[config.mk]
export PLATFORM = sky130hd
export DESIGN_NAME = dec_seq_onehot
export DESIGN_NICKNAME = d
export VERILOG_FILES = /design/src/rtl/dec_seq_pkg.sv /design/src/rtl/dec_seq_dwell_cnt.sv /design/src/rtl/dec_seq_onehot.sv
export SDC_FILE = /design/constraint.sdc
export NUM_CORES = 1
export LEC_CHECK = 0
export CAP_MARGIN = 0
export CORE_AREA = 2 2 39 41
export DETAILED_ROUTE_END_ITERATION = 7
export DIE_AREA = 0 0 41 43
export PLACE_DENSITY = 0.51
export SETUP_SLACK_MARGIN = 0.02
export SLEW_MARGIN = 20
export SYNTH_ARGS = -nofsm -noshare
export SYNTH_HDL_FRONTEND = slang
export SYNTH_SLANG_ARGS = --single-unit
[constraint.sdc]
create_clock -name clk -period 1 [get_ports clk]
set_clock_uncertainty 0.15 [all_clocks]
set_input_delay 0.25 -clock clk [delete_from_list [all_inputs] [get_ports clk]]
set_output_delay 0.25 -clock clk [all_outputs]
set_load 0.005 [all_outputs]
[src/rtl/dec_seq_pkg.sv]
// Shared types and helpers for the dec_seq_onehot decoder/scanner.
package dec_seq_pkg;

  typedef enum logic {
    IDLE = 1'b0,
    SCAN = 1'b1
  } state_e;

  localparam logic MODE_DECODE = 1'b0;
  localparam logic MODE_SCAN   = 1'b1;

  // Widest select the helper supports; callers truncate to their own 2^SEL_W.
  localparam int SEL_MAX_W = 8;
  localparam int OH_MAX_W  = 1 << SEL_MAX_W;

  function automatic logic [OH_MAX_W-1:0] onehot(input logic [SEL_MAX_W-1:0] sel,
                                                 input logic                 en);
    logic [OH_MAX_W-1:0] v;
    v = '0;
    if (en) v[sel] = 1'b1;
    return v;
  endfunction

endpackage

[src/rtl/dec_seq_dwell_cnt.sv]
// Loadable down-counter with zero flag; holds at zero until reloaded.
module dec_seq_dwell_cnt #(
  parameter int DWELL_W = 8
) (
  input  logic               clk,
  input  logic               rst_n,
  input  logic               load,
  input  logic [DWELL_W-1:0] load_val,
  input  logic               dec,
  output logic               zero
);

  logic [DWELL_W-1:0] cnt_q, cnt_d;

  always_comb begin
    cnt_d = cnt_q;
    if (load) begin
      cnt_d = load_val;
    end else if (dec && (cnt_q != '0)) begin
      cnt_d = cnt_q - 1'b1;
    end
  end

  always_ff @(posedge clk or negedge rst_n) begin
    if (!rst_n) cnt_q <= '0;
    else        cnt_q <= cnt_d;
  end

  assign zero = (cnt_q == '0);

endmodule

[src/rtl/dec_seq_onehot.sv]
// N-to-2^N registered one-hot decoder with valid/ready input and a timed scan mode.
// Scan mode is built only when DEC_SEQ_SCAN_EN is defined; otherwise every request decodes.
module dec_seq_onehot
  import dec_seq_pkg::*;
#(
  parameter int SEL_W   = 2,
  parameter int DWELL_W = 8
) (
  input  logic                  clk,
  input  logic                  rst_n,
  input  logic                  in_valid,
  output logic                  in_ready,
  input  logic [SEL_W-1:0]      in_sel,
  input  logic                  in_en,
  input  logic                  in_mode,
  input  logic [DWELL_W-1:0]    in_dwell,
  output logic [(1<<SEL_W)-1:0] out_y,
  output logic                  out_valid,
  output logic                  busy,
  output logic                  scan_done
);

  localparam int OUT_W = 1 << SEL_W;

  function automatic logic [OUT_W-1:0] dec_vec(input logic [SEL_W-1:0] sel, input logic en);
    return OUT_W'(onehot(SEL_MAX_W'(sel), en));
  endfunction

  logic [OUT_W-1:0] out_y_q, out_y_d;
  logic             out_valid_q, out_valid_d;
  logic             accept;

  assign accept = in_valid & in_ready;

`ifdef DEC_SEQ_SCAN_EN
  state_e             state_q, state_d;
  logic [SEL_W-1:0]   idx_q, idx_d;
  logic [SEL_W-1:0]   steps_q, steps_d;
  logic [DWELL_W-1:0] dwell_q, dwell_d;
  logic               scan_done_q, scan_done_d;
  logic               cnt_load, cnt_dec, cnt_zero;
  logic [DWELL_W-1:0] cnt_load_val;

  dec_seq_dwell_cnt #(.DWELL_W(DWELL_W)) u_dwell_cnt (
    .clk      (clk),
    .rst_n    (rst_n),
    .load     (cnt_load),
    .load_val (cnt_load_val),
    .dec      (cnt_dec),
    .zero     (cnt_zero)
  );

  always_comb begin
    state_d      = state_q;
    idx_d        = idx_q;
    steps_d      = steps_q;
    dwell_d      = dwell_q;
    out_y_d      = out_y_q;
    out_valid_d  = 1'b0;
    scan_done_d  = 1'b0;
    cnt_load     = 1'b0;
    cnt_load_val = dwell_q;
    cnt_dec      = 1'b0;
    case (state_q)
      IDLE: begin
        if (accept) begin
          if (in_mode == MODE_SCAN) begin
            state_d      = SCAN;
            idx_d        = in_sel;
            steps_d      = '0;
            dwell_d      = in_dwell;
            cnt_load     = 1'b1;
            cnt_load_val = in_dwell;
            out_y_d      = dec_vec(in_sel, 1'b1);
          end else begin
            out_y_d     = dec_vec(in_sel, in_en);
            out_valid_d = 1'b1;
          end
        end
      end
      SCAN: begin
        if (!cnt_zero) begin
          cnt_dec = 1'b1;
        end else if (steps_q == '1) begin
          // Every channel has been visited once: blank the output and hand back to IDLE.
          state_d     = IDLE;
          out_y_d     = '0;
          scan_done_d = 1'b1;
        end else begin
          idx_d    = idx_q + 1'b1;
          steps_d  = steps_q + 1'b1;
          cnt_load = 1'b1;
          out_y_d  = dec_vec(idx_d, 1'b1);
        end
      end
      default: state_d = IDLE;
    endcase
  end

  always_ff @(posedge clk or negedge rst_n) begin
    if (!rst_n) begin
      state_q     <= IDLE;
      idx_q       <= '0;
      steps_q     <= '0;
      dwell_q     <= '0;
      scan_done_q <= 1'b0;
    end else begin
      state_q     <= state_d;
      idx_q       <= idx_d;
      steps_q     <= steps_d;
      dwell_q     <= dwell_d;
      scan_done_q <= scan_done_d;
    end
  end

  assign in_ready  = (state_q == IDLE);
  assign busy      = (state_q == SCAN);
  assign scan_done = scan_done_q;
`else
  logic unused_scan_inputs;
  assign unused_scan_inputs = ^{in_mode, in_dwell};

  always_comb begin
    out_y_d     = out_y_q;
    out_valid_d = 1'b0;
    if (accept) begin
      out_y_d     = dec_vec(in_sel, in_en);
      out_valid_d = 1'b1;
    end
  end

  assign in_ready  = 1'b1;
  assign busy      = 1'b0;
  assign scan_done = 1'b0;
`endif

  always_ff @(posedge clk or negedge rst_n) begin
    if (!rst_n) begin
      out_y_q     <= '0;
      out_valid_q <= 1'b0;
    end else begin
      out_y_q     <= out_y_d;
      out_valid_q <= out_valid_d;
    end
  end

  assign out_y     = out_y_q;
  assign out_valid = out_valid_q;

endmodule

==> summary.txt, run 1 <==
Outcome
  • Status: complete, but fails checks
  • Failing checks: setup timing

Die
  • Rows: 14
  • Die ar.: 1760 µm²
  • Vertical die dimension: 43 µm
  • I/O pin count: 23
  • Die width: 41 µm
  • Initial core utilization: 15.6%
  • Core Box Area: 1380 µm²

Place
  • RePlAce Congestion: 0.581
  • Placed Area: 317 µm²
  • Port Buffers: 10
  • Pre-CTS WS: -0.313 ns
  • HPWL Detailed: 340 µm

Power
  • Pwr dens: 1470 nW/µm²
  • Power Total: 522 µW
  • Sequential share of power: 41.8%
  • Sw frac: 22.1%
  • Power share of the clock group: 43.9%
  • P_sw: 115 µW
  • Comb power frac: 14.3%
  • Cell Int Power: 407 µW
  • Pleak: 0.193 nW
  • Worst VDD drop: 0.525 mV

Synthesis
  • Post-Synth Simple-Gate Area: 9.30%
  • Yosys top cell area share: 58.1%
  • Synth Area in XOR/XNOR: 0%
  • Dominant cells by area after synthesis: dfrtp_1 (58%), o22ai_1 (12%), buf_4 (10%)
  • Area leader, netlist: dfrtp_1
  • Mapped cell area: 215 µm²
  • Synthesized flop and latch total: 5
  • Compound-cell area share of the yosys netlist: 11.6%
  • Post-synthesis cell type count: 7
  • Syn_area_per_cell: 9.78 µm²
  • Largest family of logic cells by synthesized area: buffers and inverters
  • Post-synthesis adder-cell area fraction: 0%
  • Yosys synthesis warning count: 0
  • Multiplexer area fraction after synthesis: 0%
  • Post-synthesis sequential area ratio: 58.1%
  • Gate Count Post-Synth: 22

Clock tree
  • Post-cts hold buffer count: 0
  • Clock Path Buffers: 2
  • Clock sink count: 5
  • Clk slew on worst S/H paths: 0.04 ns
  • Skew-Pair Late Insertion Delay: 0.24 ns
  • TritonCTS clock tree: yes
  • # H-tree levels: 1
  • Clock tree root buffer cell: clkbuf_4
  • Num CTS Buffers: 3

Critical path
  • Crit path arrival time: 0.74 ns
  • R2R Path End: out_y[1]$_DFFE_PN0P_
  • Crit Path Category: reg -> out
  • Worst reg2reg setup slack: 0.11 ns
  • Critical path data required time: 0.60 ns
  • Worst-path cell chain: buf_2
  • Crit. End Element: output port
  • Critical Path Fanout Max: 2
  • Reg2reg path depth: 3
  • Crit-path leading delay family: flip-flops
  • CP max stage cell: dfrtp_1
  • Buf/Inv on CP: 1
  • Reg2reg start: out_y[1]$_DFFE_PN0P_
  • Crit-path max cell delay: 0.37 ns
  • Startpoint types: flip-flop

Global route
  • Initial antenna violation count: 0
  • First-pass GRT wire length: 724 µm
  • Total track usage: 7.06%
  • Remaining Overflow, GRT: 0
  • Vias in the first global route: 166
  • Largest net degree at the start of global routing: 8

STA
  • Setup WS post-layout: -0.135 ns
  • Final hold vios: 0
  • Max Clock Freq: 881 MHz
  • Setup violators final: 5
  • Unrepaired setup endpoints after global routing: yes
  • Number of max-slew violations in the final report: 0
  • Post-route minimum period: 1.14 ns
  • Final period util: 114%
  • TNS Setup: -0.610 ns

Routing
  • Wirelength per Cell: 8.85 µm
  • Final wirelength: 469 µm
  • Vias: 189
  • DRC: 0
  • Detailed Routing Iterations Pass 1: 2
  • Routed Antenna Nets: 0
  • Starting DRT DRC Count: 2
  • Drt via density: 3.57

Finish
  • N_diodes: 0
  • Nets: 53
  • Post-route cell area: 355 µm²
  • Synth-to-Final Area Change: 65.1%
  • Commonest non-fill, non-tap cells in the layout: dfrtp_1 (5), buf_2 (5), inv_1 (4), o22ai_1 (4)
  • Share of cells above drive strength 1: 35.1%

Hold path
  • Hold WC Path Type: in -> async

Flow run
  • Max-cap violations: 0
routing by layer:
layer / routed length, µm / vias up / global-route usage [%]
met4: 0 / 0 / 4.00
li1: - / 91 / -
met3: 45 / 0 / 7.85
met1: 187 / 87 / 6.84
met2: 235 / 11 / 8.75
met5: 0 / - / 0
layout make-up:
type                            instances  area, µm²
Fill cell                             162       1030
Sequential cell                         5        125
Tap cell                               16       20.0
Multi-Input combinational cell         11       71.3
Inverter                                4       15.0
Timing Repair Buffer                   13       97.6
Clock buffer                            4       26.3
stage by stage:
| stage | instances | hold slack [ns] | utilization [%] |
|---|---|---|---|
| after global routing | 53 | 0.0919 | 25.7 |
| final | 53 | 0.0862 | 25.7 |
| after floorplan | 23 | -0.196 | - |
| after CTS | 51 | 0.0841 | 23.9 |
| after global placement | 46 | 0.341 | 22.9 |
| after detailed placement | 46 | 0.342 | 22.9 |
flip-flops by register name, indices dropped and copies added (netlist names):
name and count:
out_y 4, out_valid 1
Yosys cell counts:
cell type  count
buf_4          3
conb_1         2
dfrtp_1        5
inv_1          4
nand2_1        2
nand2b_1       2
o22ai_1        4
logic make-up after synthesis:
family | after synthesis
AOI/OAI and AO/OA | 4
buffers and inverters | 7
DFF | 5
other | 2
and+or+nand+nor | 4
power by group through the flow:
stage	Sequential, mW	Combinational, mW	Clock (mW)
after detailed placement	0.222	0.0727	0
after global placement	0.222	0.0717	0
final	0.219	0.0745	0.229
after floorplan	0.224	0.0262	0
after global routing	0.219	0.0839	0.258
after CTS	0.218	0.0657	0.243
repair_timing:
action,4_1_cts,5_1_grt
pin swaps,0,1
buffers inserted,1,2
endpoints found under the setup margin,9,7
gates resized for setup,23,2
worst max-delay path by stage:
stage / from / end / slack [ns] / cells after the start
after floorplan: out_y[0]$_DFFE_PN0P_ / out_y[0] / 0.24 / 0
after global placement: in_valid / out_y[0]$_DFFE_PN0P_ / -0.29 / 3
after detailed placement: in_valid / out_y[0]$_DFFE_PN0P_ / -0.31 / 3
after CTS: out_y[1]$_DFFE_PN0P_ / out_y[1] / -0.15 / 1
after global routing: out_y[2]$_DFFE_PN0P_ / out_y[2] / -0.17 / 1
final: out_y[1]$_DFFE_PN0P_ / out_y[1] / -0.14 / 1
Power figures use the tool's default switching activity.
==> inputs of run 2 (changes only) <==
--- a/config.mk
+++ b/config.mk
@@ -9,6 +9,7 @@
 export CORE_AREA = 2 2 39 41
 export DETAILED_ROUTE_END_ITERATION = 7
 export DIE_AREA = 0 0 41 43
+export HOLD_SLACK_MARGIN = 0.15
 export PLACE_DENSITY = 0.51
 export SETUP_SLACK_MARGIN = 0.02
 export SLEW_MARGIN = 20
==> constraint.sdc (replaced) <==
create_clock -name clk -period 1.4 [get_ports clk]
set_clock_uncertainty 0.15 [all_clocks]
set_input_delay 0.28 -clock clk [delete_from_list [all_inputs] [get_ports clk]]
set_output_delay 0.28 -clock clk [all_outputs]
set_load 0.005 [all_outputs]
==> summary.txt, run 2 (synthesis results as in run 1) <==
Outcome
  • Status: complete, no violations

Power
  • Worst VDD drop: 0.261 mV (-50%)
  • Pleak: 0.169 nW (-13%)
  • Pwr dens: 1070 nW/µm² (-27%)

Routing
  • Drt via density: 3.61 (+1.2%)
  • Vias: 184 (-2.6%)
  • Wirelength per Cell: 8.65 µm (-2.3%)
  • Detailed Routing Iterations Pass 1: 3 (+1)
  • Starting DRT DRC Count: 5 (+3)
  • Routed Antenna Nets: 0 (unchanged)
  • DRC: 0 (unchanged)
  • Final wirelength: 441 µm (-6.0%)

Hold path
  • Hold WC Path Type: reg -> reg
  • Hold-critical path depth: 2
  • Hold_sp: out_y[2]$_DFFE_PN0P_
  • WHS Endpoint: out_y[2]$_DFFE_PN0P_

Place
  • Placed Area: 317 µm² (unchanged)
  • RePlAce Congestion: 0.702 (+21%)
  • Port Buffers: 10 (unchanged)

Critical path
  • Reg2reg start: out_y[1]$_DFFE_PN0P_
  • Crit. End Element: output port
  • Critical Path Fanout Max: 2 (unchanged)
  • Crit-path max cell delay: 0.37 ns (about the same)
  • Reg2reg path depth: 2 (-1)
  • R2R Path End: out_y[1]$_DFFE_PN0P_
  • Crit path arrival time: 0.88 ns (+0.14 ns)
  • Crit Path Category: reg -> out
  • Cell count along the critical path: 1 (unchanged)
  • Crit-path leading delay family: flip-flops
  • Critical path data required time: 0.97 ns (+0.37 ns)
  • Worst-path cell chain: dlygate4sd2_1
  • Startpoint types: flip-flop
  • CP max stage cell: dfrtp_1
  • Buf/Inv on CP: 1 (unchanged)
  • Worst reg2reg setup slack: 0.63 ns (+0.52 ns)

Finish
  • Commonest non-fill, non-tap cells in the layout: clkdlybuf4s50_1 (5), dfrtp_1 (5), dlygate4sd2_1 (5)
  • Max reg flops: 4 (unchanged)
  • Layout fillers: 166 (+2.5%)
  • Share of cells above drive strength 1: 8.57% (-27 points)
  • Post-route cell area: 347 µm² (-2.5%)
  • N_diodes: 0 (unchanged)
  • Synth-to-Final Area Change: 61.0%
  • Nets: 51 (-3.8%)

Die
  • Rows: 14 (unchanged)
  • Core Box Area: 1380 µm² (unchanged)
  • Initial core utilization: 15.6% (unchanged)
  • I/O pin count: 23 (unchanged)
  • Vertical die dimension: 43 µm (unchanged)
  • Die width: 41 µm (unchanged)
  • Die ar.: 1760 µm² (unchanged)

Global route
  • First-pass GRT wire length: 772 µm (+6.6%)
  • Total track usage: 7.56% (+0.50 points)
  • Largest net degree at the start of global routing: 8 (unchanged)
  • Remaining Overflow, GRT: 0 (unchanged)
  • Initial antenna violation count: 0 (unchanged)
  • Vias in the first global route: 180 (+8.4%)

Clock tree
  • Post-CTS setup buffers: 0 (-1)
  • Clk slew on worst S/H paths: 0.05 ns (about the same)
  • Num CTS Buffers: 3 (unchanged)
  • TritonCTS clock tree: yes
  • Clock Path Buffers: 2 (unchanged)
  • Clock sink count: 5 (unchanged)
  • Clock tree root buffer cell: clkbuf_4
  • Skew-Pair Late Insertion Delay: 0.24 ns (about the same)
  • # H-tree levels: 1 (unchanged)

STA
  • Max Clock Freq: 764 MHz
  • Final hold vios: 0 (unchanged)
  • TNS Setup: 0 ns (+0.610 ns)
  • Number of max-slew violations in the final report: 0 (unchanged)
  • Setup violators final: 0 (-5)
  • Post-route minimum period: 1.31 ns
  • Unrepaired setup endpoints after global routing: no
  • Final period util: 93.5%

Flow run
  • Max-cap violations: 0 (unchanged)
run 2: cell types whose count changed in the layout (fill, tap and decap cells not counted):
cell	change
nand2b_1	+2
buf_2	-5
nand2b_4	-2
clkdlybuf4s50_1	+3
dlygate4sd2_1	+3
dlymetal6s2s_1	-1
dlygate4sd3_1	+1
buf_4	-3
run 2: routing by layer:
layer,vias up,wire (µm),global-route usage [%],share of wire (%)
li1,88,-,-,-
met1,83,159,7.17,36
met2,11,218,9.06,49
met3,2,52,6.28,12
met4,0,10,8.00,2.3
met5,-,0,0,0
run 2: worst reg2reg max path, delay by kind of cell, from the launching register on:
| family | cells | cell delay, ns |
|---|---|---|
| compound gates | 1 | 0.08 |
| buf+inv | 1 | 0.05 |
| flops | 1 | 0.37 |
run 2: worst max path at each step:
| stage | to | slack (ns) | start |
|---|---|---|---|
| final | out_y[1] | 0.09 | out_y[1]$_DFFE_PN0P_ |
| after CTS | out_y[1] | 0.07 | out_y[1]$_DFFE_PN0P_ |
| after global placement | out_y[2]$_DFFE_PN0P_ | 0.07 | in_valid |
| after floorplan | out_y[0] | 0.61 | out_y[0]$_DFFE_PN0P_ |
| after global routing | out_y[1] | 0.04 | out_y[1]$_DFFE_PN0P_ |
| after detailed placement | out_y[3]$_DFFE_PN0P_ | 0.05 | in_valid |
run 2: final cells by class:
cell class              instances  area [µm²]  area share (%)
flip-flops and latches          5         125            36.1
repair buffers                 11         104            30.0
multi-input cells              11        56.3            16.2
clock buffers                   4        26.3            7.58
well taps                      16        20.0            5.78
inverters                       4        15.0            4.33
run 2: power by group:
part / internal (mW) / leakage, nW / switching, mW
Sequential: 0.153 / 0.0656 / 0.00312
Combinational: 0.0277 / 0.0884 / 0.0196
Clock: 0.108 / 0.0150 / 0.0610
Total: 0.289 / 0.169 / 0.0838
run 2: what timing repair did:
item                       in CTS  in global routing
gates resized for setup         5                  0
hold buffers                    1                  0
hold endpoints to repair        5                  0
setup endpoints to repair       5                  0
run 2: per-stage QoR:
step	utilization (%)	total power [mW]	hold slack, ns	worst slack [ns]	std cells
5_1_grt	25.0	0.399	0.393	0.0390	51
3_3_place_gp	22.9	0.209	0.369	0.0675	46
4_1_cts	25.0	0.382	0.383	0.0711	51
6_report	25.0	0.372	0.374	0.0912	51
3_5_place_dp	22.9	0.210	0.370	0.0531	46
2_1_floorplan	-	0.178	-0.166	0.609	23
==> inputs of run 3 (changes only) <==
==> constraint.sdc (replaced) <==
create_clock -name clk -period 1.61 [get_ports clk]
set_clock_uncertainty 0.15 [all_clocks]
set_input_delay 0.322 -clock clk [delete_from_list [all_inputs] [get_ports clk]]
set_output_delay 0.322 -clock clk [all_outputs]
set_load 0.005 [all_outputs]
==> summary.txt, run 3 (synthesis results as in run 1) <==
Clock tree
  • TritonCTS clock tree: yes
  • Post-CTS setup buffers: 0 (unchanged)
  • Num CTS Buffers: 3 (unchanged)
  • Clk slew on worst S/H paths: 0.05 ns (about the same)
  • Clock tree root buffer cell: clkbuf_4
  • # H-tree levels: 1 (unchanged)
  • Clock Path Buffers: 2 (unchanged)
  • Post-cts hold buffer count: 0 (-1)
  • Clock sink count: 5 (unchanged)
  • # resized after CTS: 0 (-5)
  • Skew-Pair Late Insertion Delay: 0.24 ns (about the same)

Power
  • Pwr dens: 937 nW/µm² (-13%)
  • Power Total: 326 µW (-12%)
  • Worst VDD drop: 0.227 mV (-13%)
  • Pleak: 0.180 nW (+6.7%)

Routing
  • Detailed Routing Iterations Pass 1: 3 (unchanged)
  • DRC: 0 (unchanged)
  • Final wirelength: 437 µm (-0.91%)
  • Starting DRT DRC Count: 5 (unchanged)
  • Routed Antenna Nets: 0 (unchanged)
  • Wirelength per Cell: 8.74 µm (+1.1%)
  • Drt via density: 3.64 (+0.89%)
  • Vias: 182 (-1.1%)

Finish
  • Nets: 50 (-2.0%)
  • Core Util, Final: 25.1% (+0.090 points)
  • Commonest non-fill, non-tap cells in the layout: clkdlybuf4s50_1 (8), dfrtp_1 (5), inv_1 (4), o22ai_1 (4)
  • Commonest non-fill, non-tap cell in the layout: clkdlybuf4s50_1
  • Share of cells above drive strength 1: 8.82% (+0.25 points)
  • N_diodes: 0 (unchanged)
  • Max reg flops: 4 (unchanged)
  • Post-route cell area: 348 µm² (+0.36%)
  • Synth-to-Final Area Change: 61.6%

Critical path
  • Critical path data required time: 1.14 ns (+0.17 ns)
  • Crit-path leading delay family: buffers and inverters
  • Crit-path max cell delay: 0.49 ns (+0.12 ns)
  • Crit path arrival time: 1.07 ns (+0.19 ns)
  • Buf/Inv on CP: 1 (unchanged)
  • Crit Path Category: reg -> out
  • CP max stage cell: clkdlybuf4s50_1
  • Reg2reg path depth: 2 (unchanged)
  • Worst reg2reg setup slack: 0.84 ns (+0.21 ns)
  • Crit. End Element: output port
  • Startpoint types: flip-flop
  • Reg2reg start: out_y[1]$_DFFE_PN0P_
  • Cell count along the critical path: 1 (unchanged)
  • R2R Path End: out_y[1]$_DFFE_PN0P_
  • Critical Path Fanout Max: 2 (unchanged)
  • Worst-path cell chain: clkdlybuf4s50_1

Die
  • Core Box Area: 1380 µm² (unchanged)
  • Rows: 14 (unchanged)
  • Initial core utilization: 15.6% (unchanged)
  • Die ar.: 1760 µm² (unchanged)
  • I/O pin count: 23 (unchanged)
  • Vertical die dimension: 43 µm (unchanged)
  • Die width: 41 µm (unchanged)

STA
  • Post-route minimum period: 1.54 ns
  • Setup violators final: 0 (unchanged)
  • Number of max-slew violations in the final report: 0 (unchanged)
  • TNS Setup: 0 ns (unchanged)
  • Final hold vios: 0 (unchanged)
  • Max Clock Freq: 651 MHz
  • Final period util: 95.5%
  • Unrepaired setup endpoints after global routing: no

Global route
  • Initial antenna violation count: 0 (unchanged)
  • Largest net degree at the start of global routing: 8 (unchanged)
  • Remaining Overflow, GRT: 0 (unchanged)
  • Vias in the first global route: 181 (+0.56%)
  • First-pass GRT wire length: 786 µm (+1.8%)
  • Total track usage: 7.66% (+0.10 points)

Hold path
  • Hold WC Path Type: in -> async

Place
  • RePlAce Congestion: 0.702 (unchanged)
  • Port Buffers: 10 (unchanged)
  • Placed Area: 317 µm² (unchanged)

Outcome
  • Status: complete, no violations

Flow run
  • Max-cap violations: 0 (unchanged)
==> run 3: area by class of cell <==
cell class	count	area [µm²]
fillers	169	1040
flip-flops and latches	5	125
inverters	4	15.0
well taps	16	20.0
multi-input cells	11	56.3
repair buffers	10	105
clock buffers	4	26.3
==> run 3: per-layer routing <==
metal  wire length, µm  GRT usage, %
met1               149          7.49
met2               220          9.06
met3                56          6.28
met4                10          8.00
met5                 0             0
==> run 3: worst max path at each step <==
stage / start / to
floorplan: out_y[0]$_DFFE_PN0P_ / out_y[0]
global placement: in_valid / out_y[2]$_DFFE_PN0P_
detailed placement: in_valid / out_y[3]$_DFFE_PN0P_
CTS: out_y[1]$_DFFE_PN0P_ / out_y[1]
global route: out_y[2]$_DFFE_PN0P_ / out_y[2]
finish: out_y[0]$_DFFE_PN0P_ / out_y[0]
==> run 3: report_power, final <==
group	internal (mW)	leakage (nW)	switching [mW]
Clock	0.0938	0.0150	0.0530
Combinational	0.0266	0.0997	0.0167
Sequential	0.133	0.0656	0.00289
==> run 3: worst register-to-register path, cell delays in order (launching register included) <==
cell and delay (ns):
dfrtp_1 0.37, inv_1 0.05, o22ai_1 0.08
==> run 3: through the flow <==
stage                     hold WS, ns  std cells  setup slack, ns
after floorplan                -0.124         23            0.777
after global placement          0.371         46            0.236
after detailed placement        0.373         46            0.221
after CTS                       0.152         50           0.0232
after global routing            0.163         50           0.0289
final                           0.152         50           0.0728
